### src/rtl/sram_pkg.sv
// Shared types and defaults for the frame-buffer SRAM arbiter.
package sram_pkg;

   localparam int unsigned ADDR_W_DEF      = 20;
   localparam int unsigned DATA_W_DEF      = 16;
   localparam int unsigned WFIFO_DEPTH_DEF = 8;
   localparam int unsigned MAX_RUN_DEF     = 4;

   typedef enum logic [2:0] {
      ST_IDLE,
      ST_RD0,
      ST_RD1,
      ST_WS,
      ST_WP,
      ST_WH
   } state_e;

   typedef struct packed {
      logic ce_n;
      logic oe_n;
      logic we_n;
      logic ub_n;
      logic lb_n;
   } strobe_t;

   // Strobe pattern driven while the FSM sits in the given state.
   function automatic strobe_t strobes_for(input state_e s);
      strobe_t st;
      st = '1;
      case (s)
         ST_RD0, ST_RD1: st = '{ce_n: 1'b0, oe_n: 1'b0, we_n: 1'b1, ub_n: 1'b0, lb_n: 1'b0};
         ST_WS, ST_WH:   st = '{ce_n: 1'b0, oe_n: 1'b1, we_n: 1'b1, ub_n: 1'b0, lb_n: 1'b0};
         ST_WP:          st = '{ce_n: 1'b0, oe_n: 1'b1, we_n: 1'b0, ub_n: 1'b0, lb_n: 1'b0};
         default:        st = '1;
      endcase
      return st;
   endfunction

endpackage

### src/rtl/sync_fifo.sv
// Single-clock FIFO with a combinational head; push while full is discarded
// even when a pop happens on the same edge.
module sync_fifo #(
   parameter int unsigned WIDTH = 36,
   parameter int unsigned DEPTH = 8
) (
   input  logic                           clk,
   input  logic                           rst,
   input  logic                           push,
   input  logic                           pop,
   input  logic [WIDTH-1:0]               din,
   output logic [WIDTH-1:0]               dout,
   output logic                           full,
   output logic                           empty,
   output logic [$clog2(DEPTH+1)-1:0]     count
);

   localparam int unsigned AW = (DEPTH > 1) ? $clog2(DEPTH) : 1;
   localparam int unsigned CW = $clog2(DEPTH + 1);

   logic [WIDTH-1:0] mem_q [DEPTH];
   logic [AW-1:0]    wr_ptr_q, wr_ptr_d;
   logic [AW-1:0]    rd_ptr_q, rd_ptr_d;
   logic [CW-1:0]    count_q, count_d;
   logic             push_ok, pop_ok;

   assign full    = (count_q == CW'(DEPTH));
   assign empty   = (count_q == '0);
   assign count   = count_q;
   assign dout    = mem_q[rd_ptr_q];
   assign push_ok = push && !full;
   assign pop_ok  = pop && !empty;

   always_comb begin
      wr_ptr_d = wr_ptr_q;
      rd_ptr_d = rd_ptr_q;
      count_d  = count_q + CW'(push_ok) - CW'(pop_ok);
      if (push_ok) wr_ptr_d = wr_ptr_q + AW'(1);
      if (pop_ok)  rd_ptr_d = rd_ptr_q + AW'(1);
   end

   always_ff @(posedge clk or posedge rst) begin
      if (rst) begin
         wr_ptr_q <= '0;
         rd_ptr_q <= '0;
         count_q  <= '0;
      end else begin
         wr_ptr_q <= wr_ptr_d;
         rd_ptr_q <= rd_ptr_d;
         count_q  <= count_d;
      end
   end

   always_ff @(posedge clk) begin
      if (push_ok) mem_q[wr_ptr_q] <= din;
   end

endmodule

### src/rtl/sram_arbiter.sv
// Single-port SRAM arbiter: display reads take priority, buffered writes are
// forced through after MAX_RUN consecutive reads so write latency stays bounded.
module sram_arbiter
   import sram_pkg::*;
#(
   parameter int unsigned ADDR_W      = ADDR_W_DEF,
   parameter int unsigned DATA_W      = DATA_W_DEF,
   parameter int unsigned WFIFO_DEPTH = WFIFO_DEPTH_DEF,
   parameter int unsigned MAX_RUN     = MAX_RUN_DEF
) (
   input  logic              Clk,
   input  logic              Reset,
   input  logic              rd_req,
   input  logic [ADDR_W-1:0] rd_addr,
   output logic              rd_valid,
   output logic [DATA_W-1:0] rd_data,
   input  logic              wr_valid,
   input  logic [ADDR_W-1:0] wr_addr,
   input  logic [DATA_W-1:0] wr_data,
   output logic              wr_ready,
   output logic              select,
   output logic [ADDR_W-1:0] readAddress,
   output logic [ADDR_W-1:0] writeAddress,
   input  logic [DATA_W-1:0] sram_dq_in,
   output logic [DATA_W-1:0] sram_dq_out,
   output logic              sram_dq_oe,
   output logic              CE_N,
   output logic              OE_N,
   output logic              WE_N,
   output logic              UB_N,
   output logic              LB_N
);

   localparam int unsigned FIFO_W = ADDR_W + DATA_W;
   localparam int unsigned CNT_W  = $clog2(WFIFO_DEPTH + 1);
   localparam int unsigned RUN_W  = $clog2(MAX_RUN + 1);

   state_e            state_q, state_d;
   logic [RUN_W-1:0]  run_cnt_q, run_cnt_d;
   logic              select_q, select_d;
   logic [ADDR_W-1:0] read_address_q, read_address_d;
   logic [ADDR_W-1:0] write_address_q, write_address_d;
   logic [DATA_W-1:0] rd_data_q, rd_data_d;
   logic              rd_valid_q, rd_valid_d;
   logic [DATA_W-1:0] dq_out_q, dq_out_d;
   logic              dq_oe_q, dq_oe_d;
   strobe_t           strobe_q, strobe_d;

   logic [FIFO_W-1:0] fifo_head;
   logic              fifo_full, fifo_empty;
   logic [CNT_W-1:0]  fifo_count;
   logic              decide, wr_grant, rd_grant;

   sync_fifo #(
      .WIDTH (FIFO_W),
      .DEPTH (WFIFO_DEPTH)
   ) u_wfifo (
      .clk   (Clk),
      .rst   (Reset),
      .push  (wr_valid),
      .pop   (wr_grant),
      .din   ({wr_addr, wr_data}),
      .dout  (fifo_head),
      .full  (fifo_full),
      .empty (fifo_empty),
      .count (fifo_count)
   );

   assign wr_ready = !fifo_full;
   assign decide   = (state_q == ST_IDLE) || (state_q == ST_RD1) || (state_q == ST_WH);
   assign wr_grant = decide && !fifo_empty && (!rd_req || (run_cnt_q == RUN_W'(MAX_RUN)));
   assign rd_grant = decide && !wr_grant && rd_req;

   always_comb begin
      state_d         = state_q;
      run_cnt_d       = run_cnt_q;
      read_address_d  = read_address_q;
      write_address_d = write_address_q;
      dq_out_d        = dq_out_q;
      rd_data_d       = rd_data_q;
      rd_valid_d      = (state_q == ST_RD1);

      case (state_q)
         ST_RD0:  state_d = ST_RD1;
         ST_WS:   state_d = ST_WP;
         ST_WP:   state_d = ST_WH;
         default: begin
            if (wr_grant)      state_d = ST_WS;
            else if (rd_grant) state_d = ST_RD0;
            else               state_d = ST_IDLE;
         end
      endcase

      if (rd_grant) read_address_d = rd_addr;
      if (wr_grant) {write_address_d, dq_out_d} = fifo_head;
      if (state_q == ST_RD1) rd_data_d = sram_dq_in;

      // Run length only matters while a write is waiting.
      if (fifo_count == '0)
         run_cnt_d = '0;
      else if (wr_grant)
         run_cnt_d = '0;
      else if (rd_grant && (run_cnt_q != RUN_W'(MAX_RUN)))
         run_cnt_d = run_cnt_q + RUN_W'(1);

      select_d = (state_d == ST_WS) || (state_d == ST_WP) || (state_d == ST_WH);
      dq_oe_d  = select_d;
      strobe_d = strobes_for(state_d);
   end

   always_ff @(posedge Clk or posedge Reset) begin
      if (Reset) begin
         state_q         <= ST_IDLE;
         run_cnt_q       <= '0;
         select_q        <= 1'b0;
         read_address_q  <= '0;
         write_address_q <= '0;
         rd_data_q       <= '0;
         rd_valid_q      <= 1'b0;
         dq_out_q        <= '0;
         dq_oe_q         <= 1'b0;
         strobe_q        <= '1;
      end else begin
         state_q         <= state_d;
         run_cnt_q       <= run_cnt_d;
         select_q        <= select_d;
         read_address_q  <= read_address_d;
         write_address_q <= write_address_d;
         rd_data_q       <= rd_data_d;
         rd_valid_q      <= rd_valid_d;
         dq_out_q        <= dq_out_d;
         dq_oe_q         <= dq_oe_d;
         strobe_q        <= strobe_d;
      end
   end

   assign rd_valid     = rd_valid_q;
   assign rd_data      = rd_data_q;
   assign select       = select_q;
   assign readAddress  = read_address_q;
   assign writeAddress = write_address_q;
   assign sram_dq_out  = dq_out_q;
   assign sram_dq_oe   = dq_oe_q;
   assign CE_N         = strobe_q.ce_n;
   assign OE_N         = strobe_q.oe_n;
   assign WE_N         = strobe_q.we_n;
   assign UB_N         = strobe_q.ub_n;
   assign LB_N         = strobe_q.lb_n;

endmodule

### config.mk
export PLATFORM = sky130hd
export DESIGN_NAME = sram_arbiter
export DESIGN_NICKNAME = d
export VERILOG_FILES = /design/src/rtl/sram_pkg.sv /design/src/rtl/sync_fifo.sv /design/src/rtl/sram_arbiter.sv
export SDC_FILE = /design/constraint.sdc
export NUM_CORES = 1
export LEC_CHECK = 0
export BUFFER_PORTS_ARGS = -buffer_cell sky130_fd_sc_hd__buf_2
export CORE_MARGIN = 3
export CORE_UTILIZATION = 40
export CTS_CLUSTER_DIAMETER = 200
export DETAILED_ROUTE_END_ITERATION = 7
export REMOVE_ABC_BUFFERS = 1
export SYNTH_ARGS = -nofsm -noshare
export SYNTH_HDL_FRONTEND = slang
export SYNTH_SLANG_ARGS = --single-unit
### constraint.sdc
create_clock -name Clk -period 4.7 [get_ports Clk]
set_input_delay 0.235 -clock Clk [delete_from_list [all_inputs] [get_ports Clk]]
set_output_delay 0.235 -clock Clk [all_outputs]
set_load 0.01 [all_outputs]
## Word level (Yosys, flattened, before mapping)

Memory sizes are Yosys's and may differ from the RTL's. A register that Yosys moved wholly into a read port is not among the register bits.
Cells that the tools add are included.

| operators by class | value |
|---|---|
| $add $sub $neg | 5 |
| equality and inequality tests | 13 |
| multiplexer cells | 9 |
| reduce and logical (&&, ||, !) cells | 21 |

Operator list:

| kind | number |
|---|---|
| $eq 3x3->1 const B | 5 |
| $pmux 5 s3 | 1 |
| $eq 3x2->1 const B | 4 |
| $add 3x1->3 const B | 3 |
| $mux 3 | 3 |
| $pmux 3 s3 | 1 |
| $logic_and 1x1->1 | 7 |
| $eq 3x1->1 const B | 2 |
| $logic_or 1x1->1 | 5 |
| $add 4x1->4 | 1 |
| $eq 4x4->1 const B | 1 |
| $logic_not 1->1 | 4 |
| $logic_not 4->1 | 1 |
| $reduce_or 2->1 | 2 |
| $sub 4x1->4 | 1 |
| $logic_not 3->1 | 1 |
| $mux 1 | 3 |
| $ne 3x3->1 const B | 1 |
| $reduce_bool 3->1 | 1 |
| $mux 2 | 1 |

| word-level totals | value |
|---|---|
| flip-flop bits (word level) | 59 |
| bits in writable memories | 288 |
| input port bits | 76 |
| output and inout bits | 81 |
| word-level logic and storage cells | 63 |
| memories | 1 |

Memory list:

| memory | depth | width | rd ports | clocked after memory_dff | write ports | line | source |
|---|---|---|---|---|---|---|---|
| u_wfifo.mem_q | 8 | 36 | 1 | 1 | 1 | sync_fifo.sv:21 | `logic [WIDTH-1:0] mem_q [DEPTH];` |

## Logic depth before layout (Yosys ltp)

Gate-level depths: netlist of the first run.

| depth | value |
|---|---|
| word-level depth | 14 |
| mapped depth | 12 |
| gate-level depth less buffers | 10 |

## Modules after synthesis

Synthesis of the first run repeated with hierarchy kept, for this count alone.

| unflattened totals | value |
|---|---|
| cells, all modules | 690 |
| area, all modules | 15019.4 µm² |

Modules (own cells, without submodules):

| module | instances | cells an instance | area an instance (µm²) | seq. area each (µm²) |
|---|---|---|---|---|
| sync_fifo | 1 | 475 | 11622.4 | 8898.5 |
| sram_arbiter | 1 | 215 | 3397.0 | 2080.7 |

## Least setup slack after synthesis of the first run

No wires, ideal clock.

| timing | value |
|---|---|
| path kind | register to register |
| from | register u_wfifo.count_q[2] (netlist: u_wfifo.count[2]) |
| to | memory u_wfifo.mem_q[0][0] (enable) |
| arrival | 3.557 ns |
| data required time | 4.226 ns |
| setup slack | 0.669 ns |
| cell stages (with the launch flop) | 8 |
| cell sequence | dfrtp_1 > inv_1 > ha_1 > or3b_2 > nand2_1 > inv_1 > nand2b_1 > nor3_1 |

| between the ends | value |
|---|---|
| word-level cells in the longest chain between the ends | 5 |

RTL lines:

| item | line | source |
|---|---|---|
| start: declaration | sync_fifo.sv:24 | `logic [CW-1:0] count_q, count_d;` |
| start signal: assignment | sync_fifo.sv:50 | `count_q <= count_d;` |
| $eq 4x4->1 | sync_fifo.sv:27 | `assign full = (count_q == CW'(DEPTH));` |
| $logic_not 1->1 | n/a |  |
| net wr_ready | sram_arbiter.sv:20 | `output logic wr_ready,` |
| $logic_and 1x1->1 | sync_fifo.sv:31 | `assign push_ok = push && !full;` |
| net u_wfifo.push_ok | sync_fifo.sv:25 | `logic push_ok, pop_ok;` |
| $mux 1 | sync_fifo.sv:55 | `if (push_ok) mem_q[wr_ptr_q] <= din;` |
| $mux 1 (not written as such) | sync_fifo.sv:55 |  |
| end: declaration | sync_fifo.sv:21 |  |

The timed path passes the listed nets, and every way through them passes these cells.

## Worst setup path in the final report of the first run

| timing | value |
|---|---|
| from | register u_wfifo.count_q[2] (netlist: u_wfifo.count[2]) |
| to | memory u_wfifo.mem_q[2][14] (enable) |

| between the ends | value |
|---|---|
| word-level cells in the longest chain between the ends | 5 |

RTL lines:

| item | line |
|---|---|
| $eq 4x4->1 | sync_fifo.sv:27 |
| $logic_not 1->1 | sync_fifo.sv:31 |
| $logic_and 1x1->1 | sync_fifo.sv:31 |
| net u_wfifo.push_ok | sync_fifo.sv:25 |
| $mux 1 | sync_fifo.sv:55 |
| $mux 1 (not written as such) | sync_fifo.sv:55 |

The timed path passes the listed nets, and every way through them passes these cells.

==> results of run 1 <==
## worst paths after layout
kind / endpoint / from / slack, ns
min: u_wfifo.mem_q[2][0] / wr_data[0] / 0.02
max: u_wfifo.mem_q[2][14] / u_wfifo.count[2] / 2.04
max in group asynchronous: run_cnt_q[0] / Reset / 3.25
max reg2reg: u_wfifo.mem_q[2][14] / u_wfifo.count[2] / 2.04
min in group asynchronous: rd_data[3] / Reset / 0.29
min reg2reg: readAddress[11] / readAddress[11] / 0.48
## kinds of logic (layout without fill, tap and decap cells)
| kind of cell | after synthesis | in the layout | share of synthesized area [%] |
|---|---|---|---|
| flip-flops | 381 | 381 | 76.0 |
| multiplexers | 146 | 146 | 16.7 |
| AND/OR/NAND/NOR | 79 | 79 | 2.44 |
| AO/OA/AOI/OAI | 49 | 49 | 1.85 |
| buffers and inverters | 47 | 320 | 1.70 |
| adder cells (fa/ha/maj) | 11 | 11 | 1.00 |
| XOR/XNOR | 5 | 5 | 0.303 |
## registers in the layout (all words and copies together), names as in the netlist, 3 cells and up
| name | cells |
|---|---|
| state_q | 3 |
| run_cnt_q | 3 |
| u_wfifo.rd_ptr_q | 3 |
| rd_data | 16 |
| sram_dq_out | 16 |
| u_wfifo.wr_ptr_q | 3 |
| writeAddress | 20 |
| u_wfifo.mem_q | 288 |
| readAddress | 20 |
| u_wfifo.count | 4 |
## layer usage
metal / up-vias / share of wire, % / global-route usage (%)
li1: 3311 / - / -
met1: 3665 / 45 / 21.0
met2: 216 / 48 / 25.4
met3: 42 / 5.4 / 2.95
met4: 2 / 1.4 / 3.14
met5: - / 0.038 / 0
## what timing repair did
action,CTS,global route
resized for setup,0,0
hold endpoints to repair,240,0
hold buffers,60,0
## where the power goes
part	internal, mW	switching (mW)	total, mW
registers	4.44	0.501	4.94
clock network	1.93	1.22	3.15
logic	1.51	1.56	3.08
## per-stage QoR
step | instance area (um2) | worst slack (ns) | utilization [%]
2_1_floorplan | 14200 | 0.226 | -
3_3_place_gp | 15800 | 2.01 | 45.1
3_5_place_dp | 15800 | 1.99 | 45.1
4_1_cts | 17800 | 1.98 | 50.6
5_1_grt | 17800 | 1.81 | 50.6
6_report | 17800 | 2.04 | 50.6
## cell usage in the layout, fill, tap and decap left out, types with 2 or more instances in the layout
cell type	synthesis	layout
dfstp_2	3	3
mux2_1	19	19
nor2_4	0	6
nor2b_1	4	4
clkbuf_8	0	5
clkbuf_1	1	7
nand2b_1	5	5
inv_1	12	11
xnor2_1	3	3
clkinv_1	0	9
clkbuf_16	0	42
nand2_1	14	14
a21oi_1	40	40
mux2i_1	36	36
mux4_2	72	72
buf_4	15	19
buf_2	9	156
nor2_1	46	40
clkinv_2	0	3
mux2_2	19	19
bufinv_16	0	4
edfxtp_1	288	288
ha_1	10	10
xor2_1	2	2
dfrtp_1	90	87
dfrtp_4	0	2
dlygate4sd3_1	0	60
nor3_2	0	2
o21ai_0	2	2
## area by class of cell
cell class,instances,area [um2]
repair buffers,235,1520
clock inverters,19,199
fillers,2851,17300
multi-input cells,290,3280
well taps,455,569
clock buffers,54,1150
inverters,12,47.5
flip-flops and latches,381,11000
==> results.py, run 1 <==
metrics = {
    "clocking": {
        "path_clk_slew_ns": 0.06,
        "cts_tree": "yes",
        "cts_setup_buffers": 0,
        "clkLatencyLatePin_ns": 0.52,
        "cts_htree_levels": 2,
        "cts.sinks": 381,
        "cts_buffers": 40,
        "cts_root_buf": "clkbuf_16",
        "cts_buffer_depth": 3,
    },
    "synth": {
        "synth_area_leaders": "edfxtp_1 (60%), dfrtp_1 (16%), mux4_2 (11%), mux2i_1 (2.5%), mux2_1 (1.5%)",
        "yosys_warnings": 0,
        "syn_inst": 718,
        "synth_top_area_share_pct": 59.9,
        "ys_ff_latch": 381,
        "yosysMostFrequentCell": "edfxtp_1",
        "synth_common_cells": "edfxtp_1 (288), dfrtp_1 (90), mux4_2 (72)",
        "synth-edff-count": 288,
        "ys_types": 39,
        "syn_area_per_cell_um2": 20.1,
        "synth_top_flop_cell": "edfxtp_1",
        "ys_seq_area_share_pct": 76.0,
        "yosysTopAreaCell": "edfxtp_1",
        "synthArstFlopShare_pct": 24.4,
        "netlist_area_um2": 14400,
    },
    "global_routing": {
        "grt_usage_pct": 15.2,
        "grt_pass1_wl_um": 45500,
        "grt_pass1_vias": 7693,
        "grt_max_degree": 63,
        "antenna_found_initial": 1,
        "grt.overflow.total": 0,
    },
    "sta": {
        "finalSetupViolCount": 0,
        "slew_headroom_pct": 42.5,
        "grt_setup_unrepaired": "false",
        "worst_slew_pin_slew_ns": 0.861,
        "period_share_pct": 56.7,
        "hold_ws_ns": 0.0200,
        "max_freq_mhz": 375,
        "fin_crit_ns": 2.66,
        "finalHoldViolCount": 0,
        "finClkSkew_ns": 0.0204,
        "setup_tns_ns": 0,
        "slew_viol_final": 0,
    },
    "power": {
        "powerDensity_nw_per_um2": 629,
        "peakVddDrop_uv": 434,
        "cellLeakagePower_nw": 6.49,
        "power_mw": 11.2,
    },
    "setup_path": {
        "crit_path_start_kind": "register",
        "cp_slowest_stage_delay_ns": 0.74,
        "cp_num_buf_inv": 3,
        "crit_path_frequent_cell": "inv_1",
        "worstPathArrival_ns": 2.87,
        "worstSetupPathType": "reg2reg",
        "r2r_cells": 8,
        "crit_path_cell_trace": "inv_1 -> ha_1 -> or3b_2 -> nand2_1 -> inv_1 -> nand2b_1 -> nor2_4 -> buf_4",
        "worstPathMaxFanout": 22,
        "worst-path-stages": 8,
        "cp_slowest_cell": "nor2_4",
        "critical-path-top-delay-family": "simple AND/OR/NAND/NOR gates",
        "critPathRequiredTime_ns": 4.90,
        "end_kind": "register",
    },
    "final_layout": {
        "n_antenna_cell": 0,
        "drive_gt1_share_pct": 34.5,
        "fin_nets": 1047,
        "synthToLayoutAreaGrowth_pct": 22.9,
        "fin_cells": 1446,
    },
    "route": {
        "ant_nets": 0,
        "first_pass_iters": 4,
        "vias_per_cell": 5.00,
        "drt_iter0_markers": 343,
        "drc": 0,
        "num_vias": 7236,
        "wl_per_cell_um": 20.0,
        "drt_wl_total_um": 28900,
    },
    "flow_run": {
        "cap_viol_max_count": 0,
    },
    "run_status": {
        "status": "completed",
    },
    "min_path": {
        "hold_class": "in2reg",
        "hold-path-cell-count": 1,
    },
    "placement": {
        "hpwl_um": 17700,
        "io_buffer_count": 156,
        "dp_cells": 1313,
        "gp_congestion": 0.690,
    },
    "floorplan": {
        "die_w_um": 196,
        "die-area_um2": 38400,
        "initial_core_util_pct": 41.2,
        "die_y_um": 196,
        "rows": 68,
        "core_area_um2": 35100,
        "ios": 157,
    },
}
Power figures use the tool's default switching activity.
==> run 2, diff against run 1 <==
==> constraint.sdc (replaced) <==
create_clock -name Clk -period 2.4 [get_ports Clk]
set_input_delay 0.12 -clock Clk [delete_from_list [all_inputs] [get_ports Clk]]
set_output_delay 0.12 -clock Clk [all_outputs]
set_load 0.01 [all_outputs]
==> run 2 against run 1 <==
  * Hold slack improved by 0.048 ns
  * Cell area is 3.1% higher
  * Fmax is 21% higher
  * Critical path depth increased by 1
  * First-iteration DRC count grew 0.29%
  * Clock skew shrank 0.0085 ns
  * Core utilization up 1.6 points
  * Sequential power grew 93%
  * Sequential cell count stayed put
  * Worst setup slack worse by 1.8 ns
  * Largest power group unchanged
==> results.py, run 2 (same netlist as run 1, synthesis figures left out) <==
metrics = {
    "setup_path": {
        "worstPathMaxFanout": 23,
        "crit_path_start_kind": "register",
        "r2r_end": "u_wfifo.mem_q[5][30]",
        "worstPathArrival_ns": 2.44,
        "cp_num_buf_inv": 4,
        "worstSetupPathType": "reg2reg",
        "critical-path-top-delay-family": "simple AND/OR/NAND/NOR gates",
        "cp_slowest_stage_delay_ns": 0.45,
        "critPathRequiredTime_ns": 2.64,
        "r2r_cells": 9,
        "reg2reg_slack_ns": 0.20,
        "cp_slowest_cell": "or3b_2",
        "r2r-start": "u_wfifo.count[2]",
        "crit_path_cell_trace": "inv_1 -> ha_1 -> or3b_2 -> nand2_1 -> inv_1 -> nand2_2 -> buf_4 -> nor2_4 -> buf_4",
        "end_kind": "register",
    },
    "final_layout": {
        "final_cell_mix": "edfxtp_1 (288), buf_2 (156), dfrtp_1 (87)",
        "fin_cells": 1488,
        "synthToLayoutAreaGrowth_pct": 26.8,
        "largest_reg_flops": 288,
        "drive_gt1_share_pct": 36.2,
        "final_common_cell": "edfxtp_1",
        "n_antenna_cell": 0,
        "fin_nets": 1087,
        "top_register": "u_wfifo.mem_q",
    },
    "min_path": {
        "hold-path-cell-count": 5,
        "min_to": "u_wfifo.wr_ptr_q[1]",
        "hold_start": "wr_valid",
        "hold_class": "in2reg",
    },
    "placement": {
        "dp_cells": 1330,
        "gp_congestion": 0.702,
        "hpwl_um": 18100,
        "dpl_worst_slack_ns": -0.106,
        "io_buffer_count": 156,
    },
    "power": {
        "peakVddDrop_uv": 724,
        "internal_power_mw": 15.9,
        "powerDensity_nw_per_um2": 1240,
        "pwr-share-seq_pct": 42.0,
        "power_switching_mw": 6.73,
        "combPwrFrac_pct": 29.5,
        "clock_power_share_pct": 28.4,
        "power_mw": 22.7,
        "p_sw_share_pct": 29.7,
        "cellLeakagePower_nw": 6.75,
    },
    "sta": {
        "slew_viol_final": 0,
        "max_freq_mhz": 454,
        "worst_slew_pin_slew_ns": 0.707,
        "finalSetupViolCount": 0,
        "finClkSkew_ns": 0.0119,
        "slew_headroom_pct": 52.8,
        "grt_setup_unrepaired": "false",
        "setup_ws_ns": 0.196,
        "period_share_pct": 91.8,
        "fin_crit_ns": 2.20,
        "finalHoldViolCount": 0,
    },
    "floorplan": {
        "initial_core_util_pct": 41.2,
        "die_w_um": 196,
        "die-area_um2": 38400,
        "die_y_um": 196,
        "rows": 68,
        "ios": 157,
        "core_area_um2": 35100,
    },
    "clocking": {
        "cts_root_buf": "clkbuf_16",
        "path_clk_slew_ns": 0.06,
        "cts_buffer_depth": 3,
        "cts_htree_levels": 2,
        "clkLatencyLatePin_ns": 0.53,
        "cts_tree": "yes",
        "cts.sinks": 381,
        "cts_buffers": 41,
    },
    "route": {
        "drt_iter0_markers": 344,
        "wl_per_cell_um": 20.2,
        "vias_per_cell": 4.98,
        "num_vias": 7410,
        "drc": 0,
        "first_pass_iters": 4,
        "ant_nets": 0,
        "drt_wl_total_um": 30000,
    },
    "run_status": {
        "status": "completed",
    },
    "global_routing": {
        "grt_pass1_wl_um": 46800,
        "antenna_found_initial": 0,
        "grt_max_degree": 42,
        "grt_pass1_vias": 7949,
        "grt_usage_pct": 15.6,
        "grt.overflow.total": 0,
    },
    "flow_run": {
        "cap_viol_max_count": 0,
    },
}
## run 2: worst max-delay path by stage
| stage | startpoint | endpoint | slack, ns | cells after the start |
|---|---|---|---|---|
| after floorplan | run_cnt_q[0] | u_wfifo.count[2] | -2.07 | 10 |
| after global placement | u_wfifo.count[2] | u_wfifo.mem_q[7][1] | -0.01 | 7 |
| after detailed placement | u_wfifo.count[2] | u_wfifo.mem_q[7][10] | -0.11 | 7 |
| after CTS | u_wfifo.count[2] | u_wfifo.mem_q[2][30] | 0.007 | 9 |
| after global routing | u_wfifo.count[2] | u_wfifo.count[3] | 0.05 | 11 |
| final | u_wfifo.count[2] | u_wfifo.mem_q[5][30] | 0.20 | 9 |
## run 2: timing repair
action	4_1_cts	5_1_grt
endpoints found under the setup margin	78	86
setup buffers	0	6
hold buffers	74	0
pin swaps	3	3
hold endpoints to repair	369	0
gates resized for setup	2	2
cloned	2	0
## run 2: routing by layer
layer	global-route usage, %	share of wire, %	wire (um)	vias up
met2	26.3	49	14600	196
met5	0	0	0	-
met3	2.85	4.9	1490	42
met4	3.49	1.6	484	0
li1	-	-	-	3395
met1	21.5	45	13400	3777
## run 2: final cells by class
| cell class | count | area (um2) |
|---|---|---|
| Clock buffer | 57 | 1160 |
| Clock inverter | 19 | 251 |
| Fill cell | 2741 | 16700 |
| Inverter | 12 | 47.5 |
| Multi-Input combinational cell | 292 | 3310 |
| Sequential cell | 381 | 11000 |
| Tap cell | 455 | 569 |
| Timing Repair Buffer | 272 | 1990 |
## run 2: per-stage QoR
stage	area (um2)	TNS [ns]	hold slack, ns	util [%]
global placement	16100	-0.415	0.139	45.9
detailed placement	16100	-3.75	0.137	45.9
floorplan	14200	-339.26	0.219	-
finish	18300	0	0.0684	52.2
global route	18300	0	0.110	52.2
CTS	18300	0	0.0441	52.1
## run 2: power groups by stage
stage                     Sequential [mW]  Clock [mW]  Combinational, mW
after global routing                 9.69        6.89               7.36
after global placement               9.61           0               6.58
after CTS                            9.53        6.64               6.82
final                                9.52        6.45               6.69
after detailed placement             9.64           0               6.66
after floorplan                      10.2           0               3.51
## run 2: worst reg2reg max path: cells and delay by family, from the launching register on
| kind | cells | cell delay (ns) |
|---|---|---|
| and+or+nand+nor | 4 | 0.79 |
| buffers and inverters | 4 | 0.61 |
| adders and majority gates | 1 | 0.13 |
| DFF | 1 | 0.37 |
==> run 3, diff against run 2 <==
--- a/config.mk
+++ b/config.mk
@@ -5,6 +5,7 @@
 export SDC_FILE = /design/constraint.sdc
 export NUM_CORES = 1
 export LEC_CHECK = 0
+export ABC_AREA = 1
 export BUFFER_PORTS_ARGS = -buffer_cell sky130_fd_sc_hd__buf_2
 export CORE_MARGIN = 3
 export CORE_UTILIZATION = 40
==> run 3 against run 2 <==
  * Sequential cell count unchanged
  * Critical path depth decreased by 1
  * Count of clock-buffer cells in the layout increased by 6
  * Cell area increased by 7.8%
  * Synthesized cell count increased by 120%
  * Die area increased by 11%
  * Core utilization decreased by 1.9 points
  * Largest power group unchanged
==> results.py, run 3 <==
metrics = {
    "setup_path": {
        "crit_start": "run_cnt_q[0]",
        "worstPathMaxFanout": 20,
        "crit_path_start_kind": "register",
        "critPathRequiredTime_ns": 2.83,
        "cp_slowest_stage_delay_ns": 0.50,
        "end_kind": "register",
        "worstSetupPathType": "reg2reg",
        "crit_path_frequent_cell": "nand2_1",
        "r2r_cells": 8,
        "cp_slowest_cell": "nand2_1",
        "worstPathArrival_ns": 2.59,
        "crit_path_cell_trace": "inv_1 -> ha_1 -> a21oi_2 -> inv_1 -> nand3_4 -> nand2_1 -> nand2_1 -> nand2_1",
        "r2r-start": "run_cnt_q[0]",
    },
    "placement": {
        "hpwl_um": 21000,
        "gp_congestion": 0.763,
        "io_buffer_count": 156,
        "dp_cells": 2199,
        "dpl_worst_slack_ns": 0.225,
    },
    "final_layout": {
        "top_register": "u_wfifo.mem_q",
        "largest_reg_flops": 288,
        "fin_cells": 2353,
        "final_common_cell": "nand2_1",
        "final_cell_mix": "nand2_1 (473), inv_1 (309), edfxtp_1 (288)",
        "synthToLayoutAreaGrowth_pct": 22.9,
        "fin_nets": 1887,
        "drive_gt1_share_pct": 15.1,
    },
    "global_routing": {
        "grt_pass1_vias": 10835,
        "grt_usage_pct": 17.7,
        "grt.overflow.total": 0,
        "grt_pass1_wl_um": 58600,
        "grt_max_degree": 146,
        "antenna_found_initial": 2,
    },
    "synth": {
        "netlist_area_um2": 16100,
        "synth_top_flop_cell": "edfxtp_1",
        "syn_inst": 1562,
        "yosys_warnings": 0,
        "syn_area_per_cell_um2": 10.3,
        "synth_common_cells": "nand2_1 (473), inv_1 (310), edfxtp_1 (288)",
        "ys_seq_area_share_pct": 68.4,
        "synth-edff-count": 288,
        "synth_top_area_share_pct": 53.9,
        "yosysMostFrequentCell": "nand2_1",
        "ys_types": 32,
        "yosysTopAreaCell": "edfxtp_1",
        "synthArstFlopShare_pct": 24.4,
        "ys_ff_latch": 381,
        "synth_area_leaders": "edfxtp_1 (54%), dfrtp_1 (14%), nand2_1 (11%), nand3_1 (8.7%), inv_1 (7.2%)",
    },
    "clocking": {
        "cts_htree_levels": 2,
        "cts_root_buf": "clkbuf_16",
        "cts.sinks": 381,
        "cts_tree": "yes",
        "clkLatencyLatePin_ns": 0.56,
        "path_clk_slew_ns": 0.06,
        "ctsResizeCount": 0,
        "cts_buffers": 42,
        "cts_buffer_depth": 3,
    },
    "route": {
        "num_vias": 11049,
        "vias_per_cell": 4.70,
        "drt_wl_total_um": 37200,
        "drt_iter0_markers": 929,
        "first_pass_iters": 5,
        "drc": 0,
        "wl_per_cell_um": 15.8,
        "ant_nets": 0,
    },
    "power": {
        "peakVddDrop_uv": 1050,
        "cellLeakagePower_nw": 9.18,
        "power_mw": 23.3,
        "powerDensity_nw_per_um2": 1180,
    },
    "sta": {
        "finalSetupViolCount": 0,
        "slew_headroom_pct": 52.9,
        "finClkSkew_ns": 0.0194,
        "slew_viol_final": 0,
        "max_freq_mhz": 463,
        "finalHoldViolCount": 0,
        "hold_ws_ns": 0.199,
        "worst_slew_pin_slew_ns": 0.706,
        "setup_tns_ns": 0,
        "period_share_pct": 89.9,
        "fin_crit_ns": 2.16,
        "grt_setup_unrepaired": "false",
        "setup_ws_ns": 0.242,
    },
    "run_status": {
        "status": "completed",
    },
    "min_path": {
        "hold_class": "in2async",
    },
    "floorplan": {
        "core_area_um2": 39200,
        "die_y_um": 206,
        "rows": 72,
        "ios": 157,
        "die_w_um": 206,
        "initial_core_util_pct": 41.0,
        "die-area_um2": 42600,
    },
    "flow_run": {
        "cap_viol_max_count": 0,
    },
}
run 3: changes by cell type in the layout (fill, tap and decap cells not counted), moves of 7 or more:
cell,previous run,this run
a21oi_1,40,1
buf_4,29,22
inv_1,11,309
mux2_1,19,0
mux2_2,19,0
mux2i_1,36,0
mux4_2,72,0
nand2_1,13,473
nand3_1,1,279
nor2_1,40,0
run 3: cell type report:
cell class	count	area (um2)
clock buffers	63	1200
well taps	518	648
repair buffers	266	1960
inverters	314	1180
diodes	2	5.00
flip-flops and latches	381	11000
clock inverters	14	149
fillers	3520	19500
multi-input cells	795	3600
run 3: cells by family (layout without fill, tap and decap cells):
| kind of cell | after synthesis | count (layout) | synth area share (%) |
|---|---|---|---|
| buf+inv | 386 | 657 | 9.58 |
| simple gates | 771 | 771 | 20.5 |
| flops | 381 | 381 | 68.4 |
| compound gates | 7 | 7 | 0.265 |
| xor+xnor | 6 | 6 | 0.327 |
| fa+ha+maj | 11 | 11 | 0.904 |
| other cells | 0 | 2 | 0 |
run 3: per-stage QoR:
stage	utilization (%)	area, um2
2_1_floorplan	-	15700
6_report	50.4	19700
5_1_grt	50.4	19700
4_1_cts	50.3	19700
3_5_place_dp	45.0	17600
3_3_place_gp	45.0	17600
run 3: where the power goes:
part / switching (mW) / internal, mW / total (mW)
combinational: 5.04 / 2.62 / 7.66
clock: 2.50 / 3.78 / 6.28
sequential: 0.710 / 8.66 / 9.37
run 3: path summary, 6_finish.rpt:
check	slack, ns	endpoint
min reg2reg	0.47	rd_data[2]
min in group Clk	0.32	rd_data[2]
min	0.20	readAddress[5]
max	0.24	readAddress[17]
max in group asynchronous	1.34	readAddress[4]
max reg2reg	0.24	readAddress[17]
run 3: per-layer routing:
layer | up-vias | part of all wire [%] | GRT usage (%)
li1 | 5439 | - | -
met1 | 5212 | 44 | 23.0
met2 | 338 | 47 | 29.9
met3 | 60 | 6.8 | 3.92
met4 | 0 | 2.2 | 5.36
met5 | - | 0 | 0
run 3: critical path: cells and delay by family, from the launching register on:
kind / cells / cell delay [ns]
flops: 1 / 0.37
buf+inv: 2 / 0.19
fa+ha+maj: 1 / 0.20
simple gates: 4 / 1.00
compound gates: 1 / 0.26
run 3: what timing repair did:
item / CTS / global route
setup buffers: 0 / 0
hold endpoints to repair: 364 / 0
hold buffers: 75 / 0
